**config.mk**
```make
export PLATFORM = sky130hd
export DESIGN_NAME = add_rs_scheduler_flat
export DESIGN_NICKNAME = d
export VERILOG_FILES = /design/src/rtl/add_rs_scheduler_if.sv /design/src/rtl/add_rs_scheduler.sv /design/src/flat_wrapper.sv
export SDC_FILE = /design/constraint.sdc
export NUM_CORES = 1
export LEC_CHECK = 0
export ABC_CLOCK_PERIOD_IN_PS = 7800
export BUFFER_PORTS_ARGS = -buffer_cell sky130_fd_sc_hd__buf_2
export CORE_MARGIN = 1.5
export CORE_UTILIZATION = 55
export CTS_BUF_LIST = sky130_fd_sc_hd__clkbuf_8
export CTS_CLUSTER_SIZE = 8
export DETAILED_ROUTE_END_ITERATION = 10
export PLACE_DENSITY = 0.86
export SLEW_MARGIN = 10
export SYNTH_ARGS = -nofsm -noshare
export SYNTH_HDL_FRONTEND = slang
export SYNTH_SLANG_ARGS = --single-unit
```
**constraint.sdc**
```tcl
create_clock -name clk -period 7.8 [get_ports clk]
set_clock_uncertainty 0.05 [all_clocks]
set_input_delay 0.78 -clock clk [delete_from_list [all_inputs] [get_ports clk]]
set_output_delay 0.78 -clock clk [all_outputs]
set_load 0.03 [all_outputs]
```
**src/rtl/add_rs_scheduler_if.sv**
```systemverilog
// Bundle of the dispatch, CDB, flush and add-unit signals between the
// reservation-station scheduler and its neighbours. The scheduler side
// uses the slave modport; the surrounding pipeline uses the master modport.
interface add_rs_scheduler_if #(
  parameter int NUM_ENTRIES = 4,
  parameter int TAG_W       = 3
);
  // mispredict flush
  logic                           flush;
  // dispatch
  logic                           disp_valid;
  logic                           disp_ready;
  logic [2:0]                     disp_op;
  logic [TAG_W-1:0]               disp_rob;
  logic                           disp_q1_pend;
  logic                           disp_q2_pend;
  logic [TAG_W-1:0]               disp_q1_tag;
  logic [TAG_W-1:0]               disp_q2_tag;
  logic [31:0]                    disp_v1;
  logic [31:0]                    disp_v2;
  // common data bus
  logic                           cdb_valid;
  logic [TAG_W-1:0]               cdb_tag;
  logic [31:0]                    cdb_data;
  // add unit
  logic                           fu_valid_out;
  logic                           fu_valid_in;
  logic                           fu_sub;
  logic                           fu_beq;
  logic                           fu_bne;
  logic                           fu_blt;
  logic [TAG_W-1:0]               fu_rob;
  logic [31:0]                    fu_rs1;
  logic [31:0]                    fu_rs2;
  // status
  logic [$clog2(NUM_ENTRIES):0]   occupancy;

  modport master (
    output flush, disp_valid, disp_op, disp_rob, disp_q1_pend, disp_q2_pend,
           disp_q1_tag, disp_q2_tag, disp_v1, disp_v2,
           cdb_valid, cdb_tag, cdb_data, fu_valid_out,
    input  disp_ready, fu_valid_in, fu_sub, fu_beq, fu_bne, fu_blt,
           fu_rob, fu_rs1, fu_rs2, occupancy
  );

  modport slave (
    input  flush, disp_valid, disp_op, disp_rob, disp_q1_pend, disp_q2_pend,
           disp_q1_tag, disp_q2_tag, disp_v1, disp_v2,
           cdb_valid, cdb_tag, cdb_data, fu_valid_out,
    output disp_ready, fu_valid_in, fu_sub, fu_beq, fu_bne, fu_blt,
           fu_rob, fu_rs1, fu_rs2, occupancy
  );
endinterface

```
**src/rtl/add_rs_scheduler.sv**
```systemverilog
// Reservation-station scheduler for the add/sub/branch unit.
// Entries wait for their source operands (woken by CDB tag match, including a
// bypass for the op being dispatched) and the oldest ready entry is issued
// whenever the add unit is not holding an unconsumed result. Age is tracked
// with a compact rank per entry: ranks are always 0..occupancy-1.
module add_rs_scheduler #(
  parameter int NUM_ENTRIES = 4,
  parameter int TAG_W       = 3
) (
  input logic               clk,
  input logic               reset,
  add_rs_scheduler_if.slave bus
);
  localparam int IDX_W = $clog2(NUM_ENTRIES);
  localparam int OCC_W = IDX_W + 1;

  localparam logic [2:0] OP_ADD = 3'd0;
  localparam logic [2:0] OP_SUB = 3'd1;
  localparam logic [2:0] OP_BEQ = 3'd2;
  localparam logic [2:0] OP_BNE = 3'd3;
  localparam logic [2:0] OP_BLT = 3'd4;

  // Illegal encodings are allocated normally but behave as ADD.
  function automatic logic [2:0] legal_op(input logic [2:0] op);
    legal_op = (op > OP_BLT) ? OP_ADD : op;
  endfunction

  // entry storage
  logic             valid_r [NUM_ENTRIES];
  logic [2:0]       op_r    [NUM_ENTRIES];
  logic [TAG_W-1:0] rob_r   [NUM_ENTRIES];
  logic             pend1_r [NUM_ENTRIES];
  logic [TAG_W-1:0] tag1_r  [NUM_ENTRIES];
  logic [31:0]      val1_r  [NUM_ENTRIES];
  logic             pend2_r [NUM_ENTRIES];
  logic [TAG_W-1:0] tag2_r  [NUM_ENTRIES];
  logic [31:0]      val2_r  [NUM_ENTRIES];
  logic [IDX_W-1:0] rank_r  [NUM_ENTRIES];
  logic [OCC_W-1:0] occ_r;

  // combinational control
  logic             any_ready_s;
  logic [IDX_W-1:0] sel_idx_s;
  logic [IDX_W-1:0] sel_rank_s;
  logic             has_free_s;
  logic [IDX_W-1:0] free_idx_s;
  logic             issue_s;
  logic             disp_ready_s;
  logic             disp_acc_s;
  logic [IDX_W-1:0] new_rank_s;
  logic             byp1_s;
  logic             byp2_s;
  logic             fu_sub_s;
  logic             fu_beq_s;
  logic             fu_bne_s;
  logic             fu_blt_s;
  logic [TAG_W-1:0] fu_rob_s;
  logic [31:0]      fu_rs1_s;
  logic [31:0]      fu_rs2_s;

  // Oldest-ready select: smallest rank among valid entries with no pending source.
  always_comb begin
    any_ready_s = 1'b0;
    sel_idx_s   = '0;
    sel_rank_s  = '0;
    for (int i = 0; i < NUM_ENTRIES; i++) begin
      if (valid_r[i] && !pend1_r[i] && !pend2_r[i] &&
          (!any_ready_s || (rank_r[i] < sel_rank_s))) begin
        any_ready_s = 1'b1;
        sel_idx_s   = IDX_W'(i);
        sel_rank_s  = rank_r[i];
      end else begin
      end
    end
  end

  // Lowest-index free entry for the next dispatch.
  always_comb begin
    has_free_s = 1'b0;
    free_idx_s = '0;
    for (int i = 0; i < NUM_ENTRIES; i++) begin
      if (!valid_r[i] && !has_free_s) begin
        has_free_s = 1'b1;
        free_idx_s = IDX_W'(i);
      end else begin
      end
    end
  end

  // Issue/dispatch qualification and the dispatching op's CDB bypass.
  always_comb begin
    issue_s      = !bus.fu_valid_out && any_ready_s && !bus.flush && !reset;
    disp_ready_s = (occ_r < OCC_W'(NUM_ENTRIES));
    disp_acc_s   = bus.disp_valid && disp_ready_s && !bus.flush;
    // an issue this cycle compacts the ranks, so the newcomer slots in one lower
    new_rank_s   = issue_s ? IDX_W'(occ_r - OCC_W'(1)) : IDX_W'(occ_r);
    byp1_s       = bus.cdb_valid && bus.disp_q1_pend && (bus.disp_q1_tag == bus.cdb_tag);
    byp2_s       = bus.cdb_valid && bus.disp_q2_pend && (bus.disp_q2_tag == bus.cdb_tag);
  end

  // Entry state: reset/flush clear, issue frees, dispatch allocates, CDB wakes up.
  always_ff @(posedge clk) begin
    if (reset) begin
      occ_r <= '0;
      for (int i = 0; i < NUM_ENTRIES; i++) begin
        valid_r[i] <= 1'b0;
        op_r[i]    <= OP_ADD;
        rob_r[i]   <= '0;
        pend1_r[i] <= 1'b0;
        tag1_r[i]  <= '0;
        val1_r[i]  <= 32'd0;
        pend2_r[i] <= 1'b0;
        tag2_r[i]  <= '0;
        val2_r[i]  <= 32'd0;
        rank_r[i]  <= '0;
      end
    end else if (bus.flush) begin
      occ_r <= '0;
      for (int i = 0; i < NUM_ENTRIES; i++) begin
        valid_r[i] <= 1'b0;
      end
    end else begin
      occ_r <= occ_r + OCC_W'(disp_acc_s) - OCC_W'(issue_s);
      for (int i = 0; i < NUM_ENTRIES; i++) begin
        if (issue_s && (sel_idx_s == IDX_W'(i))) begin
          valid_r[i] <= 1'b0;
        end else if (disp_acc_s && (free_idx_s == IDX_W'(i))) begin
          valid_r[i] <= 1'b1;
          op_r[i]    <= legal_op(bus.disp_op);
          rob_r[i]   <= bus.disp_rob;
          pend1_r[i] <= bus.disp_q1_pend && !byp1_s;
          tag1_r[i]  <= bus.disp_q1_tag;
          val1_r[i]  <= byp1_s ? bus.cdb_data : bus.disp_v1;
          pend2_r[i] <= bus.disp_q2_pend && !byp2_s;
          tag2_r[i]  <= bus.disp_q2_tag;
          val2_r[i]  <= byp2_s ? bus.cdb_data : bus.disp_v2;
          rank_r[i]  <= new_rank_s;
        end else if (valid_r[i]) begin
          if (bus.cdb_valid && pend1_r[i] && (tag1_r[i] == bus.cdb_tag)) begin
            pend1_r[i] <= 1'b0;
            val1_r[i]  <= bus.cdb_data;
          end
          if (bus.cdb_valid && pend2_r[i] && (tag2_r[i] == bus.cdb_tag)) begin
            pend2_r[i] <= 1'b0;
            val2_r[i]  <= bus.cdb_data;
          end
          if (issue_s && (rank_r[i] > sel_rank_s)) begin
            rank_r[i] <= rank_r[i] - IDX_W'(1);
          end
        end
      end
    end
  end

  // Add-unit controls and operands of the selected entry; all zero when idle.
  always_comb begin
    fu_sub_s = 1'b0;
    fu_beq_s = 1'b0;
    fu_bne_s = 1'b0;
    fu_blt_s = 1'b0;
    fu_rob_s = '0;
    fu_rs1_s = 32'd0;
    fu_rs2_s = 32'd0;
    if (issue_s) begin
      fu_rob_s = rob_r[sel_idx_s];
      fu_rs1_s = val1_r[sel_idx_s];
      fu_rs2_s = val2_r[sel_idx_s];
      case (op_r[sel_idx_s])
        OP_SUB:  fu_sub_s = 1'b1;
        OP_BEQ:  begin fu_sub_s = 1'b1; fu_beq_s = 1'b1; end
        OP_BNE:  begin fu_sub_s = 1'b1; fu_bne_s = 1'b1; end
        OP_BLT:  begin fu_sub_s = 1'b1; fu_blt_s = 1'b1; end
        default: fu_sub_s = 1'b0;
      endcase
    end else begin
      fu_rob_s = '0;
    end
  end

  assign bus.disp_ready  = disp_ready_s;
  assign bus.occupancy   = occ_r;
  assign bus.fu_valid_in = issue_s;
  assign bus.fu_sub      = fu_sub_s;
  assign bus.fu_beq      = fu_beq_s;
  assign bus.fu_bne      = fu_bne_s;
  assign bus.fu_blt      = fu_blt_s;
  assign bus.fu_rob      = fu_rob_s;
  assign bus.fu_rs1      = fu_rs1_s;
  assign bus.fu_rs2      = fu_rs2_s;

endmodule
```
**src/flat_wrapper.sv**
```systemverilog
// flat-port wrapper written by rule: the top's interface ports become plain ports
module add_rs_scheduler_flat 
#(
  parameter int NUM_ENTRIES = 4,
  parameter int TAG_W       = 3
)
  (clk, reset, bus_flush, bus_disp_valid, bus_disp_op, bus_disp_rob, bus_disp_q1_pend, bus_disp_q2_pend, bus_disp_q1_tag, bus_disp_q2_tag, bus_disp_v1, bus_disp_v2, bus_cdb_valid, bus_cdb_tag, bus_cdb_data, bus_fu_valid_out, bus_disp_ready, bus_fu_valid_in, bus_fu_sub, bus_fu_beq, bus_fu_bne, bus_fu_blt, bus_fu_rob, bus_fu_rs1, bus_fu_rs2, bus_occupancy);
  add_rs_scheduler_if #(.NUM_ENTRIES(NUM_ENTRIES), .TAG_W(TAG_W)) bus_i ();
  input logic clk;
  input logic reset;
  input wire logic [$bits(bus_i.flush)-1:0] bus_flush;
  input wire logic [$bits(bus_i.disp_valid)-1:0] bus_disp_valid;
  input wire logic [$bits(bus_i.disp_op)-1:0] bus_disp_op;
  input wire logic [$bits(bus_i.disp_rob)-1:0] bus_disp_rob;
  input wire logic [$bits(bus_i.disp_q1_pend)-1:0] bus_disp_q1_pend;
  input wire logic [$bits(bus_i.disp_q2_pend)-1:0] bus_disp_q2_pend;
  input wire logic [$bits(bus_i.disp_q1_tag)-1:0] bus_disp_q1_tag;
  input wire logic [$bits(bus_i.disp_q2_tag)-1:0] bus_disp_q2_tag;
  input wire logic [$bits(bus_i.disp_v1)-1:0] bus_disp_v1;
  input wire logic [$bits(bus_i.disp_v2)-1:0] bus_disp_v2;
  input wire logic [$bits(bus_i.cdb_valid)-1:0] bus_cdb_valid;
  input wire logic [$bits(bus_i.cdb_tag)-1:0] bus_cdb_tag;
  input wire logic [$bits(bus_i.cdb_data)-1:0] bus_cdb_data;
  input wire logic [$bits(bus_i.fu_valid_out)-1:0] bus_fu_valid_out;
  output wire logic [$bits(bus_i.disp_ready)-1:0] bus_disp_ready;
  output wire logic [$bits(bus_i.fu_valid_in)-1:0] bus_fu_valid_in;
  output wire logic [$bits(bus_i.fu_sub)-1:0] bus_fu_sub;
  output wire logic [$bits(bus_i.fu_beq)-1:0] bus_fu_beq;
  output wire logic [$bits(bus_i.fu_bne)-1:0] bus_fu_bne;
  output wire logic [$bits(bus_i.fu_blt)-1:0] bus_fu_blt;
  output wire logic [$bits(bus_i.fu_rob)-1:0] bus_fu_rob;
  output wire logic [$bits(bus_i.fu_rs1)-1:0] bus_fu_rs1;
  output wire logic [$bits(bus_i.fu_rs2)-1:0] bus_fu_rs2;
  output wire logic [$bits(bus_i.occupancy)-1:0] bus_occupancy;
  assign bus_i.flush = bus_flush;
  assign bus_i.disp_valid = bus_disp_valid;
  assign bus_i.disp_op = bus_disp_op;
  assign bus_i.disp_rob = bus_disp_rob;
  assign bus_i.disp_q1_pend = bus_disp_q1_pend;
  assign bus_i.disp_q2_pend = bus_disp_q2_pend;
  assign bus_i.disp_q1_tag = bus_disp_q1_tag;
  assign bus_i.disp_q2_tag = bus_disp_q2_tag;
  assign bus_i.disp_v1 = bus_disp_v1;
  assign bus_i.disp_v2 = bus_disp_v2;
  assign bus_i.cdb_valid = bus_cdb_valid;
  assign bus_i.cdb_tag = bus_cdb_tag;
  assign bus_i.cdb_data = bus_cdb_data;
  assign bus_i.fu_valid_out = bus_fu_valid_out;
  assign bus_disp_ready = bus_i.disp_ready;
  assign bus_fu_valid_in = bus_i.fu_valid_in;
  assign bus_fu_sub = bus_i.fu_sub;
  assign bus_fu_beq = bus_i.fu_beq;
  assign bus_fu_bne = bus_i.fu_bne;
  assign bus_fu_blt = bus_i.fu_blt;
  assign bus_fu_rob = bus_i.fu_rob;
  assign bus_fu_rs1 = bus_i.fu_rs1;
  assign bus_fu_rs2 = bus_i.fu_rs2;
  assign bus_occupancy = bus_i.occupancy;
  add_rs_scheduler #(.NUM_ENTRIES(NUM_ENTRIES), .TAG_W(TAG_W)) u_core (.clk(clk), .reset(reset), .bus(bus_i));
endmodule
```
; Word level (Yosys, flattened, before mapping)
; Memories as Yosys holds them, arrays and structs flattened.
; Index checks and enable logic that the tools add are counted.
[word_totals]
word_cells = 421
ramBits = 324
romBits = 0
output_inout_bits = 76
latchBits = 0
input_bits = 119
mem_count = 10
regBits = 3
[mem_list]
columns = name, depth, word_bits, read_ports, rd_clocked_by_memory_dff, wr, line_no
row1 = u_core.val1_r, 4, 32, 1, 0, 4, add_rs_scheduler.sv:34  ; logic [31:0] val1_r [NUM_ENTRIES];
row2 = u_core.val2_r, 4, 32, 1, 0, 4, add_rs_scheduler.sv:37  ; logic [31:0] val2_r [NUM_ENTRIES];
row3 = u_core.op_r, 4, 3, 1, 0, 4, add_rs_scheduler.sv:30  ; logic [2:0] op_r [NUM_ENTRIES];
row4 = u_core.rob_r, 4, 3, 1, 0, 4, add_rs_scheduler.sv:31  ; logic [TAG_W-1:0] rob_r [NUM_ENTRIES];
row5 = u_core.tag1_r, 4, 3, 4, 0, 4, add_rs_scheduler.sv:33  ; logic [TAG_W-1:0] tag1_r [NUM_ENTRIES];
row6 = u_core.tag2_r, 4, 3, 4, 0, 4, add_rs_scheduler.sv:36  ; logic [TAG_W-1:0] tag2_r [NUM_ENTRIES];
row7 = 4 more memories, n/a, n/a, n/a, n/a, n/a, n/a
[classes]
mul = 0
bitwise_logic = 68
div_mod_pow = 0
add_sub_neg = 7
n_eq_ne = 20
shifts = 0
mux = 225
order_cmp = 9
n_reduce_logical = 81
[op_table]
columns = op, n
row1 = 32-bit two-way mux, 20
row2 = 1-bit two-way mux, 170
row3 = 1-bit OR, 68
row4 = 3-bit two-way mux, 18
row5 = 1-bit logical AND, 53
row6 = 2-bit two-way mux, 17
row7 = 3-bit == test, 10
row8 = 1-bit zero test, 21
row9 = "2-bit by 1-bit subtractor with 2-bit output, second input constant", 5
row10 = "2-bit == test, second input constant", 4
row11 = 2-bit greater-than comparator, 4
row12 = "3-bit by 2-bit == test with 1-bit output, second input constant", 2
row13 = 2-bit less-than comparator, 3
row14 = "2-bit by 1-bit == test with 1-bit output, second input constant", 2
row15 = 2-bit zero test, 2
row16 = 4-bit OR reduction, 1
row17 = 3-bit by 1-bit adder with 3-bit output, 1
row18 = "3-bit by 1-bit == test with 1-bit output, second input constant", 1
row19 = "3-bit == test, second input constant", 1
row20 = "3-bit greater-than comparator, second input constant", 1
row21 = 1-bit logical OR, 3
row22 = "3-bit less-than comparator, second input constant", 1
row23 = 3-bit by 1-bit subtractor with 3-bit output, 1
row24 = 2-bit OR reduction, 1

; Longest topological paths before layout
; An unclocked memory read counts as a cell.
[logic_depth]
depth_word = 29
depth_mapped = 28
ltp_nobuf = 25

; Worst setup path after synthesis
; No wires, ideal clock.
[synth_timing]
kind = reg2reg
start = mem u_core.valid_r[0]
end = mem u_core.pend2_r[0][0] (enable)
slack_ns = 0.014
stages_incl_launch_ff = 24
t_arrival_ns = 7.267
setup_ns = 0.469
path_cell_list = dfxtp_1 -> nor3b_1 -> nand2_1 -> ha_1 -> a21o_1 -> a21oi_1 -> clkbuf_1 -> mux2i_1 -> inv_1 -> ha_1 -> o22ai_1 -> and2_0 -> nor2_1 -> buf_2 -> mux2i_1 -> ha_1 -> nor2_1 -> nor2_1 -> nor2_1 -> nor3_4 -> and2_1 -> buf_2 -> buf_2 -> o21ai_0
[synth_lines]
columns = item, line_no
row1 = "start, declared", add_rs_scheduler.sv:29  ; logic valid_r [NUM_ENTRIES];
row2 = "end, declared", add_rs_scheduler.sv:35  ; logic pend2_r [NUM_ENTRIES];

==> summary.txt <==
Worst setup path
  • CP endpoint kind: primary output
  • Arr. time, crit path: 6350 ps
  • Delay of the slowest cell on the worst path: between 700 and 800 ps
  • Worst Path Buf+Inv: 5
  • Slowest cell on the critical path: and2_2
  • Worst R2R End: u_core.val2_r[0][8]
  • Kind of critical path: flop to primary output
  • Worst r2r path cells: 22
  • Reg2reg setup slack: 1510 ps
  • Startpoint Class: flop
  • Worst r2r src: u_core.valid_r[0]
  • Crit path from: u_core.valid_r[0]
  • Critical path data required time: about 7000 ps
  • Crit-path max FO: 42
  • CP top delay family: simple AND/OR/NAND/NOR gates
  • Critical path cell sequence: nor3b_1 > buf_4 > nand2_1 > ha_1 > a21o_1 > a21oi_4 > mux2i_1 > inv_1 > ha_1 > o22ai_1 > and2_0 > nor2_4 > mux2i_1 > ha_1 > nor2_1 > nor2_1 > nor2_1 > nor3_4 > buf_4 > and2_2 > buf_12 > o2bb2ai_1 > buf_2

STA
  • Final min period: slightly above 7000 ps
  • Fin Setup TNS: 0 ps
  • Period utilisation layout: 92.1%
  • Slew @ Worst Pin: around 1300 ps
  • Worst rel slew slack: roughly 16%
  • Final setup fails: 0
  • RSZ-0062 raised after global routing: no
  • Final hold violation count: 0
  • Fmax: between 0.1 and 0.15 GHz
  • Slew Viols, Final: 0

Synth
  • Yosys warnings: 0
  • Share of the yosys chip area belonging to registers: around three fifths
  • Cell Area, Synth: about 16000 µm²
  • Main area contributors after synthesis: edfxtp_1 (59%), a22o_1 (14%), o2bb2ai_1 (3.6%)
  • Avg Synthesized Cell Area: between 10 and 15 µm²
  • Post-Syn Instances: roughly 1300
  • EDFF count, synth: about 320
  • Post-Syn Nets: roughly 1400
  • Top_reg_cell synth: edfxtp_1
  • Async SR Flop Fraction: 0%
  • Leading area contributor after synthesis: edfxtp_1
  • Post-synthesis register bit count: roughly 330
  • Area share of the largest cell type after synthesis: a little under 60%
  • Synth unique cells: 53

Hold path
  • Min-delay src: bus_flush
  • Tightest Hold Check Type: input port to flop
  • Hold EP: u_core.bus.occupancy[1]
  • Hold depth: 2

Power
  • Static Leak: between 7 and 8 nW
  • Cell Pwr Density: between 150 and 200 nW/µm²
  • Peak VDD IR: approximately 0.14 mV

Clock network
  • CTS tree: built
  • H-tree Lvls: 2
  • Clock Tree Root: clkbuf_8
  • Worst skew pair latency: about 580 ps
  • Hold-fix buffers at CTS: 0
  • Setup bufs post-CTS: 0
  • TritonCTS buffer count: 50
  • Cts repair resizes: 0
  • Sink Count: around 330
  • Max Buffers Root-to-Sink: 3
  • Clock slew at reported path FFs: around 60 ps

Global routing
  • Vias in the first global route: about 13000
  • Largest net degree at the start of global routing: 76
  • Initial antenna violation count: 10
  • First-pass GRT wire length: ~75000 µm
  • Gr usage total: 32.4%
  • Congestion Overflow GR: 0

Finish
  • Most frequent cells in the layout: edfxtp_1 (322), a22o_1 (256), buf_2 (194), o21ai_0 (73)
  • Non-filler cells, final: 1869
  • Reg area: 9770 µm²
  • Commonest non-fill, non-tap cell in the layout: edfxtp_1
  • Layout area overhead: 13.3%
  • Share of cells above drive strength 1: a little over a fifth
  • Nets: between 1500 and 2000
  • # fillers: approximately 2200
  • Footprint of the multi-input gates: just over 6000 µm²

Floorplanning
  • Die width: around 180 µm
  • Core area: 29500 µm²
  • Number of cell rows: 63
  • Die ar.: between 30000 and 40000 µm²
  • Chip height: between 150 and 200 µm
  • Initial Util: 55.7%
  • # IOs: between 150 and 200

Drt
  • Post-Route WL: slightly above 50000 µm
  • Via/cell ratio: 7.03
  • DR WL/cell: between 20 and 30 µm
  • Vias: about 13000
  • Antenna-violating nets left: 0
  • Pre-Repair DR Iteration Count: 6
  • # DRC: 0
  • Initial DRC count: 1839

Run status
  • Status: completed

Place
  • Placed Cells: 1783
  • Port bufs: 194
  • DP Wirelength: 30500 µm
  • Placer Congestion: 0.933

Run
  • Max Cap Viol: 0
-- synthesized netlist by cell type, types with 4 or more instances --
cell,n
a211oi_1,70
a21oi_1,15
a22o_1,256
and2_1,40
and3_1,68
buf_1,33
buf_2,22
clkbuf_1,88
dfxtp_1,5
edfxtp_1,322
ha_1,13
inv_1,22
mux2i_1,5
nand2_1,20
nand2b_1,4
nand3_1,13
nand4_1,4
nor2_1,51
nor2b_1,5
nor3_1,10
o21ai_0,74
o21ai_1,6
o22ai_1,10
o2bb2ai_1,67
xnor2_1,17
xor2_1,23
-- cell families after synthesis --
kind of cell / count (synthesis) / synth area share (%)
adder cells (fa/ha/maj): 14 / 1.11
AND/OR/NAND/NOR: 237 / 7.96
buffers and inverters: 165 / 3.94
flip-flops: 327 / 59.5
multiplexers: 8 / 0.511
XOR/XNOR: 40 / 2.13
AO/OA/AOI/OAI: 519 / 24.8
-- per-layer routing --
layer,global-route usage [%],vias up,part of all wire [%]
met5,0,-,0.097
met4,15.8,8,5.0
met3,6.80,203,12
met2,51.0,1088,47
met1,43.0,6337,36
li1,-,5505,-
-- where the power goes --
part	switching [mW]	internal [mW]
logic	0.198	0.0798
registers	0.0309	2.01
clock network	0.653	0.625
-- worst max-delay path by stage --
| stage | to | slack [ps] | cells after the start |
|---|---|---|---|
| final | bus_fu_rs2[31] | 620 | 23 |
| after global routing | bus_fu_rs2[31] | 360 | 23 |
| after CTS | bus_fu_rs2[31] | 700 | 23 |
| after detailed placement | bus_fu_rs2[31] | 1330 | 23 |
| after global placement | bus_fu_rs2[31] | 1540 | 23 |
| after floorplan | u_core.pend2_r[0][0] | 10 | 23 |
-- registers in the layout (all words and copies together), names as in the netlist --
signal	flops
u_core.valid_r	4
u_core.pend1_r	4
u_core.bus.occupancy	3
u_core.tag1_r	12
u_core.op_r	12
u_core.pend2_r	4
u_core.val1_r	128
u_core.rob_r	12
u_core.rank_r	8
u_core.tag2_r	12
u_core.val2_r	128
-- worst reg2reg max path: stages, from the launching register on --
cell and delay (ps):
dfxtp_1 440, nor3b_1 230, buf_4 190, nand2_1 80
ha_1 320, a21o_1 200, a21oi_4 170, mux2i_1 260
inv_1 70, ha_1 290, o22ai_1 140, and2_0 330
nor2_4 80, mux2i_1 260, ha_1 290, nor2_1 100
nor2_1 90, nor2_1 340, nor3_4 80, buf_4 200
and2_2 500, o21ai_4 930, buf_4 360
-- layout make-up --
type                    instances  share of cell area, %
clock inverters                29                  0.861
flip-flops and latches        327                   52.5
multi-input cells             818                   33.1
clock buffers                  50                   3.70
diodes                          7                 0.0942
well taps                     390                   2.62
repair buffers                226                   6.65
inverters                      22                  0.444
-- per-stage QoR --
stage	power [mW]	util (%)	hold slack, ps	setup slack (ps)	cell area [µm²]
6_report	3.60	63.1	382	617	18600
5_1_grt	3.69	63.1	404	360	18600
4_1_cts	3.59	63.0	378	705	18600
3_5_place_dp	2.35	60.1	539	1330	17700
3_3_place_gp	2.34	60.1	521	1540	17700
2_1_floorplan	2.22	-	488	13.6	16400
Note: power is estimated with default switching activity, not from simulation.
